===== src/rtl/mem_arb_pkg.sv =====
`default_nettype none
// ============================================================================
//  Module      : mem_arb_pkg
//  Description : Shared types and constants for the single-port memory
//                arbiter: FSM state encoding, port identifiers and the width
//                of the read-latency counter.
//  Revision    : 1.0 - initial release
// ============================================================================
package mem_arb_pkg;

   // Arbiter FSM states
   typedef enum logic [1:0] {
      IDLE   = 2'd0,
      ACCESS = 2'd1,
      WAIT   = 2'd2,
      RESP   = 2'd3
   } arb_state_e;

   // Port identifiers used by the round-robin picker and winner register
   localparam logic PORT_I = 1'b0;
   localparam logic PORT_D = 1'b1;

   // Supported memory latency range and the counter width covering it
   localparam int MIN_MEM_LAT = 1;
   localparam int MAX_MEM_LAT = 8;
   localparam int LAT_CNT_W   = $clog2(MAX_MEM_LAT);

endpackage : mem_arb_pkg
`default_nettype wire


===== src/rtl/mem_arb_rr.sv =====
`default_nettype none
// ============================================================================
//  Module      : mem_arb_rr
//  Description : Two-way round-robin picker. A lone requester always wins;
//                on a conflict the port that did not win last time wins.
//  Ports       : i_req       - instruction port request
//                d_req       - data port request
//                last_winner - port id of the previous grant
//                win_valid   - at least one request present
//                win_id      - port id of the winner (PORT_I / PORT_D)
//  Revision    : 1.0 - initial release
// ============================================================================
module mem_arb_rr
   import mem_arb_pkg::*;
(
   input  logic i_req,
   input  logic d_req,
   input  logic last_winner,
   output logic win_valid,
   output logic win_id
);

   always_comb begin
      win_valid = i_req | d_req;
      if (i_req && d_req) begin
         win_id = ~last_winner;
      end else if (d_req) begin
         win_id = PORT_D;
      end else begin
         win_id = PORT_I;
      end
   end

endmodule : mem_arb_rr
`default_nettype wire


===== src/rtl/mem_port_arbiter.sv =====
`default_nettype none
// ============================================================================
//  Module      : mem_port_arbiter
//  Description : Shares one synchronous single-port memory between the
//                instruction-fetch port (read only) and the load/store data
//                port. One transaction in flight; conflicts resolved
//                round-robin; each transaction ends with a one-cycle ack,
//                carrying registered read data for reads. All outputs are
//                registers.
//  Ports       : clk, rst               - clock, async active-high reset
//                i_req/i_addr           - instruction read request
//                i_ack/i_rdata          - instruction completion and data
//                d_req/d_we/d_addr/d_wdata - data request
//                d_ack/d_rdata          - data completion and read data
//                m_en/m_we/m_addr/m_wdata - memory command (zero when idle)
//                m_rdata                - memory read data, MEM_LAT after m_en
//                busy                   - FSM not in IDLE
//  Revision    : 1.0 - initial release
// ============================================================================
module mem_port_arbiter
   import mem_arb_pkg::*;
#(
   parameter int ADDR_W  = 32,
   parameter int DATA_W  = 32,
   parameter int MEM_LAT = 2
) (
   input  logic              clk,
   input  logic              rst,
   input  logic              i_req,
   input  logic [ADDR_W-1:0] i_addr,
   output logic              i_ack,
   output logic [DATA_W-1:0] i_rdata,
   input  logic              d_req,
   input  logic              d_we,
   input  logic [ADDR_W-1:0] d_addr,
   input  logic [DATA_W-1:0] d_wdata,
   output logic              d_ack,
   output logic [DATA_W-1:0] d_rdata,
   output logic              m_en,
   output logic              m_we,
   output logic [ADDR_W-1:0] m_addr,
   output logic [DATA_W-1:0] m_wdata,
   input  logic [DATA_W-1:0] m_rdata,
   output logic              busy
);

   if ((MEM_LAT < MIN_MEM_LAT) || (MEM_LAT > MAX_MEM_LAT)) begin : g_bad_mem_lat
      $error("mem_port_arbiter: MEM_LAT must be within 1..8");
   end

   localparam logic [LAT_CNT_W-1:0] LAT_LOAD = LAT_CNT_W'(MEM_LAT - 1);

   arb_state_e             state_q;
   logic [LAT_CNT_W-1:0]   lat_cnt_q;
   // Updated on every grant, so between grant and ack it also identifies the
   // owner of the in-flight transaction.
   logic                   last_winner_q;

   logic                   m_en_q;
   logic                   m_we_q;
   logic [ADDR_W-1:0]      m_addr_q;
   logic [DATA_W-1:0]      m_wdata_q;
   logic                   i_ack_q;
   logic                   d_ack_q;
   logic [DATA_W-1:0]      i_rdata_q;
   logic [DATA_W-1:0]      d_rdata_q;
   logic                   busy_q;

   logic                   arb_valid;
   logic                   arb_id;

   mem_arb_rr u_rr (
      .i_req       (i_req),
      .d_req       (d_req),
      .last_winner (last_winner_q),
      .win_valid   (arb_valid),
      .win_id      (arb_id)
   );

   always_ff @(posedge clk or posedge rst) begin
      if (rst) begin
         state_q       <= IDLE;
         lat_cnt_q     <= '0;
         last_winner_q <= PORT_D;
         m_en_q        <= 1'b0;
         m_we_q        <= 1'b0;
         m_addr_q      <= '0;
         m_wdata_q     <= '0;
         i_ack_q       <= 1'b0;
         d_ack_q       <= 1'b0;
         i_rdata_q     <= '0;
         d_rdata_q     <= '0;
         busy_q        <= 1'b0;
      end else begin
         case (state_q)
            IDLE: begin
               if (arb_valid) begin
                  // The memory command registers double as the latched
                  // request fields; they are cleared again after ACCESS.
                  state_q       <= ACCESS;
                  busy_q        <= 1'b1;
                  last_winner_q <= arb_id;
                  m_en_q        <= 1'b1;
                  if (arb_id == PORT_D) begin
                     m_we_q    <= d_we;
                     m_addr_q  <= d_addr;
                     m_wdata_q <= d_we ? d_wdata : '0;
                  end else begin
                     m_we_q    <= 1'b0;
                     m_addr_q  <= i_addr;
                     m_wdata_q <= '0;
                  end
               end
            end

            ACCESS: begin
               m_en_q    <= 1'b0;
               m_we_q    <= 1'b0;
               m_addr_q  <= '0;
               m_wdata_q <= '0;
               if (m_we_q) begin
                  state_q <= RESP;
                  i_ack_q <= 1'b0;
                  d_ack_q <= 1'b1;
               end else begin
                  state_q   <= WAIT;
                  lat_cnt_q <= LAT_LOAD;
               end
            end

            WAIT: begin
               if (lat_cnt_q == '0) begin
                  state_q <= RESP;
                  if (last_winner_q == PORT_D) begin
                     d_rdata_q <= m_rdata;
                     d_ack_q   <= 1'b1;
                  end else begin
                     i_rdata_q <= m_rdata;
                     i_ack_q   <= 1'b1;
                  end
               end else begin
                  lat_cnt_q <= lat_cnt_q - 1'b1;
               end
            end

            RESP: begin
               state_q <= IDLE;
               i_ack_q <= 1'b0;
               d_ack_q <= 1'b0;
               busy_q  <= 1'b0;
            end

            default: begin
               state_q <= IDLE;
               busy_q  <= 1'b0;
            end
         endcase
      end
   end

   assign m_en    = m_en_q;
   assign m_we    = m_we_q;
   assign m_addr  = m_addr_q;
   assign m_wdata = m_wdata_q;
   assign i_ack   = i_ack_q;
   assign d_ack   = d_ack_q;
   assign i_rdata = i_rdata_q;
   assign d_rdata = d_rdata_q;
   assign busy    = busy_q;

endmodule : mem_port_arbiter
`default_nettype wire


===== config.mk =====
export PLATFORM = sky130hd
export DESIGN_NAME = mem_port_arbiter
export DESIGN_NICKNAME = d
export VERILOG_FILES = /design/src/rtl/mem_arb_pkg.sv /design/src/rtl/mem_arb_rr.sv /design/src/rtl/mem_port_arbiter.sv
export SDC_FILE = /design/constraint.sdc
export NUM_CORES = 1
export LEC_CHECK = 0
export ABC_AREA = 1
export BUFFER_PORTS_ARGS = -buffer_cell sky130_fd_sc_hd__buf_2
export CAP_MARGIN = 25
export CORE_MARGIN = 2
export CORE_UTILIZATION = 37
export DETAILED_ROUTE_END_ITERATION = 10
export GPL_ROUTABILITY_DRIVEN = 0
export GPL_TIMING_DRIVEN = 1
export PLACE_DENSITY_LB_ADDON = 0.2
export SLEW_MARGIN = 10
export SYNTH_ARGS = -nofsm -noshare
export SYNTH_HDL_FRONTEND = slang
export SYNTH_SLANG_ARGS = --single-unit

===== constraint.sdc =====
create_clock -name clk -period 8.13 [get_ports clk]
set_input_delay 0.4065 -clock clk [delete_from_list [all_inputs] [get_ports clk]]
set_output_delay 0.4065 -clock clk [all_outputs]
set_load 0.005 [all_outputs]

# After elaboration in Yosys (flattened, before gate mapping)
# Index checks and enable logic that the tools add are counted.
[op_classes]
addsub = 1
n_eq_ne = 10
n_mux = 30
n_bitwise = 2
n_reduce_logical = 16
[op_table]
columns = ["operator", "count"]
rows = [
  ["$mux W32", 5],
  ["$pmux W32 S2", 2],
  ["$ne A2 B2 Y1 const B", 7],
  ["$mux W1", 12],
  ["$reduce_and A3 Y1", 3],
  ["$pmux W2 S4", 1],
  ["$reduce_and A2 Y1", 4],
  ["$reduce_and A4 Y1", 2],
  ["$mux W3", 2],
  ["$pmux W1 S2", 3],
  ["$pmux W1 S3", 2],
  ["$pmux W3 S2", 1],
  ["$reduce_bool A2 Y1", 3],
  ["$eq A2 B2 Y1 const B", 2],
  ["$mux W2", 2],
  ["$logic_not A3 Y1", 1],
  ["$reduce_bool A3 Y1", 1],
  ["$sub A3 B1 Y3 const B", 1],
  ["$eq A2 B1 Y1 const B", 1],
  ["$logic_not A2 Y1", 1],
  ["$logic_and A1 B1 Y1", 1],
  ["$not A1 Y1", 1],
  ["$or A1 B1 Y1", 1],
]
[word_totals]
reg_bits = 139
inputBits = 133
output_inout_bits = 133

# Longest topological paths before layout
# Gate-level depths: netlist of the first run.
[depth]
ltp_word = 5
depth_mapped = 10
depth_no_buf = 10

# Modules after synthesis
# A second synthesis of the first run with hierarchy kept.
[unflattened]
cells_unflattened = 642
hier_area_um2 = 5888.1
[by_module_without_submodules]
columns = ["module", "instances", "cells_each", "area_per_inst_um2", "seq_area_each_um2"]
rows = [
  ["mem_port_arbiter", 1, 639, 5873.1, 3479.6],
  ["mem_arb_rr", 1, 3, 15.0, 0.0],
]

# Least setup slack after synthesis of the first run
# OpenSTA, ideal clock, no wires.
[synth_timing]
path_type = "reg2reg"
startpoint = "reg state_q[0]"
endpoint = "reg m_wdata_q[0], in the netlist m_wdata[0]"
setup_time_ns = 0.118
arrival_ns = 1.375
required_ns = 8.012
slack_ns = 6.637
path_stages_with_launch = 9
synth_period_minus_slack_ns = 1.493
cell_sequence = "dfrtp_1 inv_1 ha_1 inv_2 nand2_2 buf_4 buf_2 nand3_1 nand2_1"
[synth_between]
elab_chain_len = 3
[synth_rtl]
columns = ["item", "line", "rtl"]
rows = [
  ["start: declaration", "mem_port_arbiter.sv:53", "arb_state_e state_q;"],
  ["start signal: assignment", "mem_port_arbiter.sv:82", "state_q <= IDLE;"],
  ["start signal: assignment", "mem_port_arbiter.sv:100", "state_q <= ACCESS;"],
  ["start signal: assignment", "mem_port_arbiter.sv:122", "state_q <= RESP;"],
  ["$eq A2 B1 Y1 or $logic_not A2 Y1 (tied branches)", "mem_port_arbiter.sv:95", "case (state_q)"],
  ["$reduce_bool A2 Y1 (no line) or $ne A2 B2 Y1 (tied branches)", "--", ""],
  ["$reduce_and A2 Y1 (no line)", "--", ""],
  ["end signal: assignment", "mem_port_arbiter.sv:107", "m_wdata_q <= d_we ? d_wdata : '0;"],
  ["end: declaration", "mem_port_arbiter.sv:62", "logic [DATA_W-1:0] m_wdata_q;"],
]
# Parallel ways exist; a longest one is shown, timed or not.
# A chain may end at the register's enable or synchronous reset.

# Worst setup path in the final report of the first run
[layout_timing]
startpoint = "reg state_q[0]"
endpoint = "reg m_wdata_q[7], in the netlist m_wdata[7]"
# The elaborated chain is that of the path after synthesis.

==> impl_metrics.yaml, run 1 <==
outcome:
  status: "finished, final reports clean"
grt:
  grt_use_met2: 0.3067
  antenna_found_initial: 0
  grt_first_pass_wirelength_mm: 28.39
  grt_pass1_vias: 5666
  grt_max_degree: 74
  met3_usage: 0.07407
  grt_busiest_layer: "met2"
  grt-ovfl-total: 0
  grtUsageMet1: 0.2450
  gr-usage-all-layers: 0.1935
synth:
  ys_warn_count: 0
  synth_cell_types: 20
  syn_avg_cell_area_sq_um: 8.273
  ys_seq_area_frac: 0.5338
  synth_area_sq_um: 6519
  syn_inst: 788
  synth_nets: 929
  synth_edf_count: 0
  synthFlopType: "dfrtp_1"
  async_flop_share: 1.000
  ys_ff_latch: 139
clock_network:
  clock-sinks: 139
  post_cts_buffers: 0
  ctsResizeCount: 0
  clockRootBuffer: "clkbuf_16"
  htreeDepth: 4
  clkLatencyLatePin_ns: 0.41
  cts_max_path_buffers: 2
  cts_hold_buf: 0
  cts_buffers: 17
  cts_tree: "done"
  path_clk_slew_ns: 0.06
timing:
  fin_setup_tns_ns: 0
  slew_viol_final: 0
  slew_headroom: 0.5033
  finClkSkew_ns: 0.007527
  finalHoldViolCount: 0
  fmax_ghz: 0.3872
  rsz0062_at_grt: "no"
  fin_hold_ws_ns: 0.06689
  finalSetupViolations: 0
  fin_crit_sh: 0.3177
  fin_crit_ns: 2.583
  tightest_slew_ns: 0.7450
critical_path:
  required_ns: 8.43
  r2r-end: "m_wdata[7]"
  crit_top_cell: "nand2_2"
  cp-end-kind: "flop"
  cp_slowest_stage_delay_ns: 0.59
  r2r-start: "state_q[0]"
  cp_slowest_cell: "nand2_2"
  worst_setup_path_start_kind: "flop"
  path_buf_inv: 3
  rr_worst_depth: 8
  crit_family: "simple AND/OR/NAND/NOR gates"
  path_class: "reg2reg"
  r2r_slack_ns: 5.55
  cp.arrival_ns: 2.88
  crit_fanout: 67
  crit_chain: "inv_1 -> ha_1 -> inv_2 -> nand2_2 -> buf_4 -> nand2_2 -> nand3_1 -> nand2_1"
floorplan:
  start_util: 0.3782
  rows: 48
  dieArea_sq_um: 18700
  core_sq_um: 17240
  die_w_um: 136.7
  die_h_um: 136.7
  ios: 266
pwr:
  p_leak_nw: 4.927
  power_density_nw_per_um2: 366.3
  total_power_w: 0.003122
  ir_drop_mv: 0.1748
route:
  ant_nets: 0
  dr_total_vias: 5939
  drtPass1Iterations: 4
  drc: 0
  wl_mm: 17.95
  drtIter0Drc: 325
  wl_per_cell_um: 14.19
  via_per_inst: 4.695
worst_hold_path:
  hold_class: "in2async"
final_layout:
  layout.nets: 1168
  drive_gt1_frac: 0.3029
  area_delta_synth_final_pct: 30.75
  antennaDiodeCount: 0
  fillCellCount: 1734
  final_util: 0.4945
  final_cell_mix: "buf_2, nand2_1, dfrtp_1, nand3_1, inv_1"
  layout_commonest_cell: "buf_2"
flow_run:
  timing.max_cap.violations: 0
place:
  hpwl_mm: 11.78
  portBuffers: 265
-- per-layer routing --
layer | part of all wire | vias up
met5 | 0 | -
met4 | 0.0091 | 0
met3 | 0.097 | 7
met2 | 0.46 | 220
met1 | 0.43 | 2733
li1 | - | 2979
-- through the flow --
stage,instance area [sq um],instances,setup slack [ns]
finish,8523,1265,5.547
global route,8523,1265,5.324
global placement,7868,1230,5.562
floorplan,6519,788,4.001
detailed placement,7883,1231,5.494
CTS,8468,1263,5.488
-- report_power, final --
part | total (W) | internal (W) | switching (W) | leakage, nW
Sequential | 0.00117 | 0.00101 | 0.000164 | 1.75
Combinational | 0.00118 | 0.000473 | 0.000711 | 2.90
Clock | 0.000769 | 0.000463 | 0.000306 | 0.274
Total | 0.00312 | 0.00194 | 0.00118 | 4.93
-- worst max-delay path by stage --
stage	startpoint	depth (start not counted)	endpoint
final	state_q[0]	8	m_wdata[7]
after global routing	state_q[0]	8	m_wdata[22]
after CTS	state_q[0]	8	m_wdata[19]
after detailed placement	state_q[0]	8	m_wdata[8]
after global placement	d_req	5	m_addr[31]
after floorplan	rst	1	busy
-- kinds of logic (layout without fill, tap and decap cells) --
family / count (synthesis) / after routing / share of synthesized area
compound gates: 72 / 72 / 0.05701
fa+ha+maj: 8 / 8 / 0.01536
buf+inv: 137 / 389 / 0.09559
flops: 139 / 139 / 0.5338
simple gates: 432 / 432 / 0.2983
-- flip-flops by register name, summed over array words and instances (netlist names) --
name and count:
m_we 1, d_rdata 32, last_winner_q 1, state_q 2
m_en 1, i_rdata 32, m_addr 32, m_wdata 32
lat_cnt_q 3, d_ack 1, busy 1, i_ack 1
-- synth_stat cells, types with 2 or more instances --
cell type / number / area [sq um]
buf_6: 9 / 101.4
clkbuf_1: 22 / 82.58
inv_1: 81 / 304.0
o21ai_0: 70 / 350.3
nand3b_1: 33 / 247.7
dfrtp_1: 138 / 3453
buf_4: 5 / 37.54
nand3_2: 2 / 20.02
nand2_1: 225 / 844.6
nand2_2: 3 / 18.77
nor2_1: 35 / 131.4
ha_1: 8 / 100.1
buf_2: 18 / 90.09
nand3_1: 133 / 665.6
-- cell type report --
class,count,area [sq um],area share
Sequential cell,139,3480,0.4083
Multi-Input combinational cell,512,2419,0.2838
Timing Repair Buffer,274,1441,0.1691
Clock buffer,20,446.7,0.05241
Inverter,83,316.6,0.03714
Tap cell,225,281.5,0.03303
Clock inverter,12,138.9,0.01629
Power figures use the tool's default switching activity.
==> run 2: changes to the inputs <==
clock period = 2.55 ns   (was 8.13 ns; I/O delays follow)
==> impl_metrics.yaml, run 2 (synthesis gave the netlist of run 1 again) <==
outcome:
  status: "finished, final reports clean"
final_layout:
  layout_commonest_cell: "buf_2"
  final_cell_mix: "buf_2, nand2_1, dfrtp_1, nand3_1, inv_1"
  drive_gt1_frac: 0.2962
  layout.nets: 1205
  antennaDiodeCount: 0
  fillCellCount: 1650
  area_delta_synth_final_pct: 37.06
pwr:
  p_leak_nw: 5.117
  ir_drop_mv: 0.4902
  power_density_nw_per_um2: 1127
timing:
  finClkSkew_ns: 0.007659
  fmax_ghz: 0.4923
  fin_crit_sh: 0.7965
  finalHoldViolCount: 0
  finalSetupViolations: 0
  slew_headroom: 0.5264
  fin_setup_tns_ns: 0
  finalWorstSetupSlack_ns: 0.5188
  rsz0062_at_grt: "no"
  tightest_slew_ns: 0.7103
  slew_viol_final: 0
  fin_crit_ns: 2.031
floorplan:
  start_util: 0.3782
  core_sq_um: 17240
  dieArea_sq_um: 18700
  die_h_um: 136.7
  ios: 266
  die_w_um: 136.7
  rows: 48
critical_path:
  crit_fanout: 37
  cp.arrival_ns: 2.31
  required_ns: 2.83
  path_class: "reg2reg"
  cp_slowest_stage_delay_ns: 0.48
  worst_setup_path_start_kind: "flop"
  cp-end-kind: "flop"
  cp_slowest_cell: "nand3_2"
  crit_chain: "inv_1 -> ha_1 -> nand3_2 -> buf_12 -> nand2_1 -> o21ai_0"
grt:
  antenna_found_initial: 1
  grt_max_degree: 69
  grt_pass1_vias: 5654
  grt-ovfl-total: 0
  gr-usage-all-layers: 0.1921
  grt_first_pass_wirelength_mm: 28.11
clock_network:
  cts_tree: "done"
  path_clk_slew_ns: 0.06
  post_cts_buffers: 0
  cts_buffers: 17
  clock-sinks: 139
  clockRootBuffer: "clkbuf_16"
  htreeDepth: 4
  cts_max_path_buffers: 2
  clkLatencyLatePin_ns: 0.42
place:
  portBuffers: 265
  hpwl_mm: 11.97
  dp_slack_ns: 0.5235
route:
  drtIter0Drc: 255
  via_per_inst: 4.661
  wl_per_cell_um: 13.63
  dr_total_vias: 6069
  wl_mm: 17.75
  drc: 0
  drtPass1Iterations: 5
  ant_nets: 0
worst_hold_path:
  hold_class: "in2reg"
flow_run:
  timing.max_cap.violations: 0
==> run 2: path summary, 6_finish.rpt <==
kind / startpoint / endpoint / slack, ns / cells past startpoint
max in group asynchronous: rst / last_winner_q / 1.61 / 4
min reg2reg: d_ack / d_ack / 0.47 / 2
min in group asynchronous: rst / m_wdata[0] / 0.26 / 3
max reg2reg: state_q[0] / d_rdata[9] / 0.52 / 6
min: i_addr[3] / m_addr[3] / 0.02 / 5
max: state_q[0] / d_rdata[9] / 0.52 / 6
==> run 2: timing repair <==
item / CTS / global route
setup endpoints to repair: 0 / 0
endpoints found under the hold margin: 71 / 0
resized for setup: 0 / 0
hold buffers: 34 / 0
==> run 2: worst max-delay path: cells and delay by family (launching register included) <==
family,cells,cell delay (ns)
AOI/OAI and AO/OA,1,0.08
adders and majority gates,1,0.32
buffers and inverters,2,0.50
DFF,1,0.44
and+or+nand+nor,2,0.54
==> run 2: where the power goes <==
| group | switching (W) | internal, W | total (W) |
|---|---|---|---|
| Clock | 0.000952 | 0.00157 | 0.00252 |
| Sequential | 0.000530 | 0.00321 | 0.00374 |
| Combinational | 0.00226 | 0.00155 | 0.00381 |
| Total | 0.00374 | 0.00633 | 0.0101 |
==> run 2: stage by stage <==
| step | utilization | total power [W] | cells | hold slack, ns | cell area (sq um) |
|---|---|---|---|---|---|
| after CTS | 0.5184 | 0.01022 | 1302 | 0.0009386 | 8935 |
| after global placement | 0.4633 | 0.007541 | 1236 | 0.1365 | 7986 |
| after floorplan | - | 0.005999 | 788 | 0.2866 | 6523 |
| after global routing | 0.5184 | 0.01094 | 1302 | 0.02879 | 8935 |
| final | 0.5184 | 0.01007 | 1302 | 0.02170 | 8935 |
| after detailed placement | 0.4633 | 0.007598 | 1236 | 0.1439 | 7986 |
==> run 2: routing by layer <==
metal / track usage / vias to the layer above / wire length [um]
met2: 0.2911 / 236 / 7771
met3: 0.05926 / 27 / 1594
li1: - / 3050 / -
met1: 0.2560 / 2754 / 8017
met4: 0.07697 / 2 / 348
met5: 0 / - / 13
==> run 2: final cells by class <==
class	count	area [sq um]	area share
flip-flops and latches	139	3480	0.3894
well taps	225	281.5	0.03151
clock inverters	13	165.2	0.01848
clock buffers	19	442.9	0.04957
multi-input cells	512	2419	0.2707
repair buffers	311	1832	0.2050
inverters	83	315.3	0.03529
==> run 3: changes to the inputs <==
ABC_AREA = 0   (was 1)
clock period = 2.1 ns   (was 2.55 ns; I/O delays follow)
==> impl_metrics.yaml, run 3 <==
critical_path:
  cp_slowest_stage_delay_ns: 0.42
  worst_setup_path_start_kind: "flop"
  crit_fanout: 44
  crit_family: "simple AND/OR/NAND/NOR gates"
  path_buf_inv: 2
  rr_worst_depth: 6
  cp-end-kind: "flop"
  required_ns: 2.39
  cp_slowest_cell: "dfrtp_1"
  cp.arrival_ns: 2.32
  path_class: "reg2reg"
  crit_chain: "inv_1 -> ha_1 -> nor3b_4 -> or2_2 -> buf_12 -> a221o_1"
  cp.depth: 6
grt:
  antenna_found_initial: 0
  grt_pass1_vias: 5328
  grt-ovfl-total: 0
  grt_max_degree: 140
  grt_first_pass_wirelength_mm: 26.14
  gr-usage-all-layers: 0.1981
timing:
  finClkSkew_ns: 0.007403
  slew_viol_final: 0
  rsz0062_at_grt: "no"
  fin_setup_tns_ns: 0
  fin_hold_ws_ns: 0.01800
  finalHoldViolCount: 0
  tightest_slew_ns: 0.8245
  slew_headroom: 0.4504
  fin_crit_sh: 0.9668
  fmax_ghz: 0.4925
  finalSetupViolations: 0
  fin_crit_ns: 2.030
outcome:
  status: "finished, final reports clean"
synth:
  synthMostInstantiatedCell: "dfrtp_1"
  ys_warn_count: 0
  ys_seq_area_frac: 0.5968
  synth_top_area_cell: "dfrtp_1"
  synthFlopType: "dfrtp_1"
  synth_area_sq_um: 5831
  synth.cells.most_frequent: "dfrtp_1, mux2_2, inv_1, o21ai_0, o31ai_1"
  synth_edf_count: 0
  synth_area_leaders: "dfrtp_1, mux2_2, a221o_1"
  synth_cell_types: 35
  async_flop_share: 1.000
  syn_avg_cell_area_sq_um: 12.81
  synth_top_area_share: 0.5923
  ys_ff_latch: 139
  syn_inst: 455
  synth_nets: 596
clock_network:
  htreeDepth: 4
  cts_buffers: 17
  clkLatencyLatePin_ns: 0.41
  cts_max_path_buffers: 2
  clockRootBuffer: "clkbuf_16"
  path_clk_slew_ns: 0.06
  post_cts_buffers: 0
  clock-sinks: 139
  cts_tree: "done"
final_layout:
  layout.nets: 959
  drive_gt1_frac: 0.4561
  final_util: 0.5900
  final_cell_mix: "buf_2, dfrtp_1, dlygate4sd3_1, mux2_2, inv_1"
  fin_area_sq_um: 9036
  layout_commonest_cell: "buf_2"
  antennaDiodeCount: 0
  area_delta_synth_final_pct: 54.98
floorplan:
  dieArea_sq_um: 16780
  die_w_um: 129.5
  rows: 45
  start_util: 0.3807
  die_h_um: 129.5
  core_sq_um: 15310
  ios: 266
route:
  drc: 0
  dr_total_vias: 5128
  wl_per_cell_um: 15.99
  ant_nets: 0
  drtPass1Iterations: 4
  drtIter0Drc: 284
  wl_mm: 16.66
  via_per_inst: 4.921
pwr:
  pwr-share-comb: 0.374
  power_density_nw_per_um2: 1343
  swShare: 0.3269
  p_int_w: 0.008166
  ir_drop_mv: 0.7101
  power_frac_seq: 0.377
  p_sw_w: 0.003966
  p_leak_nw: 4.670
  total_power_w: 0.01213
  p_clk_frac: 0.250
worst_hold_path:
  hold_class: "in2reg"
  hold_depth: 3
place:
  place_area_sq_um: 7403
  hpwl_mm: 10.39
  portBuffers: 265
flow_run:
  timing.max_cap.violations: 0
run 3: cell count changes after synthesis, sizes merged, moves of 35 or more:
cell / change
nand3: -134
inv: -42
o31ai: +35
nand2: -226
mux2: +66
run 3: through the flow:
| step | worst slack, ns | std cells |
|---|---|---|
| 3_3_place_gp | 0.08359 | 907 |
| 4_1_cts | 0.08131 | 1042 |
| 2_1_floorplan | 0.2486 | 455 |
| 6_report | 0.06965 | 1042 |
| 3_5_place_dp | 0.09310 | 908 |
| 5_1_grt | 0.001637 | 1042 |
run 3: final timing paths:
kind                       slack (ns)         from          end
max                              0.07   state_q[0]   m_addr[22]
max in group asynchronous        1.04          rst  d_rdata[31]
min                              0.02   d_addr[13]   m_addr[13]
max reg2reg                      0.07   state_q[0]   m_addr[22]
min reg2reg                      0.50  d_rdata[19]  d_rdata[19]
min in group asynchronous        0.38          rst  d_rdata[24]
run 3: power groups by stage:
| stage | registers (W) | clock network [W] | logic (W) |
|---|---|---|---|
| 3_3_place_gp | 0.00451 | 0 | 0.00425 |
| 3_5_place_dp | 0.00457 | 0 | 0.00442 |
| 2_1_floorplan | 0.00464 | 0 | 0.00232 |
| 6_report | 0.00457 | 0.00303 | 0.00453 |
| 5_1_grt | 0.00471 | 0.00324 | 0.00502 |
| 4_1_cts | 0.00456 | 0.00311 | 0.00457 |
run 3: final cells by class:
| type | instances | area (sq um) |
|---|---|---|
| clock buffers | 21 | 460.4 |
| clock inverters | 11 | 143.9 |
| fillers | 1275 | 6279 |
| inverters | 40 | 153.9 |
| multi-input cells | 242 | 2051 |
| flip-flops and latches | 139 | 3480 |
| well taps | 211 | 264.0 |
| repair buffers | 378 | 2484 |
run 3: kinds of logic after synthesis:
family	share of synthesized area
mux	0.1275
compound gates	0.1526
buf+inv	0.05408
simple gates	0.05193
flops	0.5968
fa+ha+maj	0.01717
run 3: worst min-delay path, stage by stage:
cell and delay [ns]:
buf_2 0.07, and3_1 0.13, a221o_1 0.10
run 3: timing repair:
action	in CTS	in global routing
hold buffers	102	0
endpoints found under the setup margin	0	28
hold endpoints to repair	267	0
resized for setup	0	1
run 3: per-layer routing:
metal	track usage	share of wire	up-vias
li1	-	-	2392
met1	0.2347	0.41	2447
met2	0.3365	0.50	254
met3	0.06689	0.079	35
met4	0.07211	0.020	0
met5	0	0	-
